### src/rtl/rggen_register_bus_arbiter.sv
// Round-robin arbiter sharing one rggen register bus between HOSTS masters.
// One transaction at a time: IDLE (arbitrate) -> BUSY (wait ready) -> RESP (ready pulse).
module rggen_register_bus_arbiter #(
  parameter int HOSTS         = 2,
  parameter int ADDRESS_WIDTH = 8,
  parameter int BUS_WIDTH     = 32,
  parameter int INDEX_WIDTH   = (HOSTS > 1) ? $clog2(HOSTS) : 1
) (
  input  logic                           i_clk,
  input  logic                           i_rst_n,
  input  logic [HOSTS-1:0]               i_host_valid,
  input  logic [2*HOSTS-1:0]             i_host_access,
  input  logic [ADDRESS_WIDTH*HOSTS-1:0] i_host_address,
  input  logic [BUS_WIDTH*HOSTS-1:0]     i_host_write_data,
  input  logic [BUS_WIDTH*HOSTS-1:0]     i_host_strobe,
  output logic [HOSTS-1:0]               o_host_ready,
  output logic [1:0]                     o_host_status,
  output logic [BUS_WIDTH-1:0]           o_host_read_data,
  output logic                           o_register_valid,
  output logic [1:0]                     o_register_access,
  output logic [ADDRESS_WIDTH-1:0]       o_register_address,
  output logic [BUS_WIDTH-1:0]           o_register_write_data,
  output logic [BUS_WIDTH-1:0]           o_register_strobe,
  input  logic                           i_register_ready,
  input  logic [1:0]                     i_register_status,
  input  logic [BUS_WIDTH-1:0]           i_register_read_data,
  output logic [INDEX_WIDTH-1:0]         o_grant_index
);

  typedef enum logic [1:0] {StIdle, StBusy, StResp} state_e;

  state_e                   state_q;
  logic [INDEX_WIDTH-1:0]   ptr_q;
  logic [INDEX_WIDTH-1:0]   grant_q;
  logic [HOSTS-1:0]         host_ready_q;
  logic [1:0]               host_status_q;
  logic [BUS_WIDTH-1:0]     host_read_data_q;
  logic                     reg_valid_q;
  logic [1:0]               reg_access_q;
  logic [ADDRESS_WIDTH-1:0] reg_address_q;
  logic [BUS_WIDTH-1:0]     reg_write_data_q;
  logic [BUS_WIDTH-1:0]     reg_strobe_q;

  logic                     win_found;
  logic [INDEX_WIDTH-1:0]   win_idx;
  logic [INDEX_WIDTH-1:0]   cand;

  // First valid host at or above the pointer, wrapping modulo HOSTS.
  always_comb begin
    win_found = 1'b0;
    win_idx   = '0;
    cand      = '0;
    for (int k = 0; k < HOSTS; k++) begin
      cand = INDEX_WIDTH'((int'(ptr_q) + k) % HOSTS);
      if (!win_found && i_host_valid[cand]) begin
        win_found = 1'b1;
        win_idx   = cand;
      end
    end
  end

  always_ff @(posedge i_clk or negedge i_rst_n) begin
    if (!i_rst_n) begin
      state_q          <= StIdle;
      ptr_q            <= '0;
      grant_q          <= '0;
      host_ready_q     <= '0;
      host_status_q    <= '0;
      host_read_data_q <= '0;
      reg_valid_q      <= 1'b0;
      reg_access_q     <= '0;
      reg_address_q    <= '0;
      reg_write_data_q <= '0;
      reg_strobe_q     <= '0;
    end else begin
      host_ready_q <= '0;
      unique case (state_q)
        StIdle: begin
          if (win_found) begin
            grant_q          <= win_idx;
            reg_valid_q      <= 1'b1;
            reg_access_q     <= i_host_access[2*int'(win_idx)+:2];
            reg_address_q    <= i_host_address[ADDRESS_WIDTH*int'(win_idx)+:ADDRESS_WIDTH];
            reg_write_data_q <= i_host_write_data[BUS_WIDTH*int'(win_idx)+:BUS_WIDTH];
            reg_strobe_q     <= i_host_strobe[BUS_WIDTH*int'(win_idx)+:BUS_WIDTH];
            state_q          <= StBusy;
          end
        end
        StBusy: begin
          if (i_register_ready) begin
            reg_valid_q      <= 1'b0;
            host_status_q    <= i_register_status;
            host_read_data_q <= i_register_read_data;
            host_ready_q     <= HOSTS'(1) << grant_q;
            ptr_q            <= INDEX_WIDTH'((int'(grant_q) + 1) % HOSTS);
            state_q          <= StResp;
          end
        end
        // Granted host still holds valid this cycle, so skip arbitration.
        StResp: state_q <= StIdle;
        default: state_q <= StIdle;
      endcase
    end
  end

  assign o_host_ready          = host_ready_q;
  assign o_host_status         = host_status_q;
  assign o_host_read_data      = host_read_data_q;
  assign o_register_valid      = reg_valid_q;
  assign o_register_access     = reg_access_q;
  assign o_register_address    = reg_address_q;
  assign o_register_write_data = reg_write_data_q;
  assign o_register_strobe     = reg_strobe_q;
  assign o_grant_index         = grant_q;

endmodule

### config.mk
export PLATFORM = sky130hd
export DESIGN_NAME = rggen_register_bus_arbiter
export DESIGN_NICKNAME = d
export VERILOG_FILES = /design/src/rtl/rggen_register_bus_arbiter.sv
export SDC_FILE = /design/constraint.sdc
export NUM_CORES = 1
export LEC_CHECK = 0
export CAP_MARGIN = 10
export CORE_MARGIN = 2
export CORE_UTILIZATION = 31
export DETAILED_ROUTE_END_ITERATION = 8
export PLACE_DENSITY = 0.76
export SYNTH_ARGS = -nofsm -noshare
export SYNTH_HDL_FRONTEND = slang
export SYNTH_SLANG_ARGS = --single-unit
### constraint.sdc
create_clock -name i_clk -period 2.4 [get_ports i_clk]
set_input_delay 0.48 -clock i_clk [delete_from_list [all_inputs] [get_ports i_clk]]
set_output_delay 0.48 -clock i_clk [all_outputs]
set_load 0.1 [all_outputs]
==> flow_summary.toml <==
[yosys]
synth_top_flop_cell = "dfrtp_1"
yosysTopAreaCell = "dfrtp_1"
synth_commonest_cells = "dfrtp_1 (115), nand2_1 (105), nand3_1 (75)"
synth-seq-cells = 115
synthSimpleGateAreaFrac_pct = 16.0
syn_avg_cell_area_um2 = 8.71
synth_xor_area_share_pct = 0
synth_top_area_share_pct = 55.3
synthTopCellsByArea = "dfrtp_1 (55%), a31oi_1 (8.9%), nand2_1 (7.6%), nand3_1 (7.2%), a21oi_1 (7.1%)"
syn_inst = 597
synth_compound_area_share_pct = 23.3
synth.net_count = 784
synth_most_common_cell = "dfrtp_1"
synth_edf_count = 0
synth.area.mux_share_pct = 0
synth_cell_types = 21
ys_seq_area_share_pct = 55.3
async_reset_ff_share_pct = 100
synth_top_family_by_area = "compound AO/OA/AOI/OAI gates"
ys_warn_count = 0
synth_fa_ha_area_share_pct = 0
syn_area_um2 = 5200

[clock_tree]
clk_pin_slew_ns = 0.06
cts_resized = 0
cts_buffer_depth = 2
clkLatencyLatePin_ns = 0.41
postCtsHoldBufs = 0
clock_sinks = 115
numCtsBuffers = 17
root_buffer = "clkbuf_16"
tritoncts = "yes"
htree_levels = 4
cts_setup_buffers = 0

[sta]
setup_viol = 0
clock.fmax_mhz = 511
finClkSkew_ns = 0.00591
fin_setup_tns_ns = 0
finalWorstSetupSlack_ns = 0.444
rsz0062_at_grt = "no"
maxSlewHeadroom_pct = 39.5
hold_viol_final = 0
final.min_clock_period_ns = 1.96
tightest_slew_ns = 0.907
maxSlewViolCount = 0
fin_crit_sh_pct = 81.5

[critical_path]
endpoint = "o_register_write_data[18]"
reg2reg_depth = 4
critical_path_class = "primary input to flop"
cp-startpoint = "i_host_valid[0]"
arrival_ns = 2.26
timing.critical_path.from_type = "primary input"
crit_required_ns = 2.71
regToRegEndpoint = "o_register_strobe[5]"
reg2reg_from = "state_q[1]"
reg2reg_slack_ns = 0.69
cp_max_fo = 75
cp-end-kind = "flop"

[cells_and_area]
area_growth_pct = 67.8
final_nets = 1054
drive_above_1_share_pct = 19.2
n_antenna_cell = 0

[route]
routed_wl_mm = 19.2
ant_nets = 0
avgViaCountPerCell = 5.17
drt_iter0_drc = 323
dr.pass1.iters = 5
wire_per_inst_um = 17.4
drc = 0
vias = 5687

[hold_path]
min_path_type = "primary input to async pin"

[floorplan]
die_h_um = 134
rows = 47
die_width_um = 134
start_util_pct = 31.6
coreArea_um2 = 16500
dieArea_um2 = 17800
pin_count = 299

[grt]
first_global_vias = 5667
grt_max_degree = 77
grt.overflow.total = 0
track_usage_pct = 21.7
grt_pass1_wl_mm = 30.1
antenna_found_initial = 0

[placed_design]
gp_congestion = 0.776
portBuffers = 298
dp_slack_ns = 0.105
hpwlAfterDp_mm = 12.9

[status]
status = "complete, no violations"

[run]
drv_cap = 0
[worst min-delay path by stage]
stage                         start                    end  depth (start not counted)
3_3_place_gp   o_host_read_data[18]   o_host_read_data[18]                          2
3_5_place_dp   o_host_read_data[17]   o_host_read_data[17]                          2
5_1_grt                     i_rst_n  o_register_address[0]                          1
6_report                    i_rst_n  o_register_address[0]                          1
2_1_floorplan               i_rst_n          o_grant_index                          0
4_1_cts                     i_rst_n  o_register_address[0]                          1
[critical path: stages]
cell	delay (ns)
clkdlybuf4s50_1	0.51
or2_2	0.14
buf_4	0.66
a21oi_1	0.16
a31oi_1	0.24
[cell families (layout without fill, tap and decap cells)]
group / after synthesis / in the layout
and+or+nand+nor: 191 / 191
AOI/OAI and AO/OA: 224 / 224
DFF: 115 / 115
buffers and inverters: 67 / 350
[layer usage]
metal | GRT usage (%) | routed length [um] | vias to the layer above
met1 | 26.0 | 7550 | 2702
met3 | 6.93 | 1770 | 25
met4 | 6.97 | 281 | 0
li1 | - | - | 2668
met5 | 0 | 0 | -
met2 | 37.1 | 9560 | 292
[state kept, by name (all words and copies together), names as in the netlist, 2 cells and up]
| register | cells |
|---|---|
| o_register_access | 2 |
| state_q | 2 |
| o_register_address | 8 |
| o_register_write_data | 32 |
| o_host_status | 2 |
| o_host_ready | 2 |
| o_register_strobe | 32 |
| o_host_read_data | 32 |
[metrics by stage]
step	std cells	util [%]	hold WS [ns]	area, um^2
2_1_floorplan	597	-	0.184	5200
3_3_place_gp	1068	49.4	0.459	8130
3_5_place_dp	1068	49.4	0.464	8130
4_1_cts	1100	53.0	0.0762	8730
5_1_grt	1100	53.0	0.0997	8730
6_report	1100	53.0	0.0725	8730
[layout by cell type (no fill, tap or decap), types with 2 or more instances in the layout]
| cell | count |
|---|---|
| nand2_1 | 105 |
| buf_4 | 123 |
| nor2_1 | 4 |
| a31oi_1 | 74 |
| clkinvlp_4 | 7 |
| dfrtp_1 | 115 |
| a21oi_1 | 74 |
| bufinv_16 | 2 |
| buf_12 | 7 |
| nand3_1 | 75 |
| o21ai_1 | 2 |
| clkdlybuf4s50_1 | 184 |
| inv_6 | 4 |
| o21ai_0 | 74 |
| clkbuf_16 | 17 |
[layout make-up]
class,count,area [um^2]
fillers,1527,7740
clock buffers,18,439
well taps,220,275
clock inverters,14,153
repair buffers,315,2910
inverters,3,11.3
flip-flops and latches,115,2880
multi-input cells,415,2060
Power is left out: the tool's default activity adds up to more than one toggle a clock period on the data nets, which glitch-free logic cannot reach.
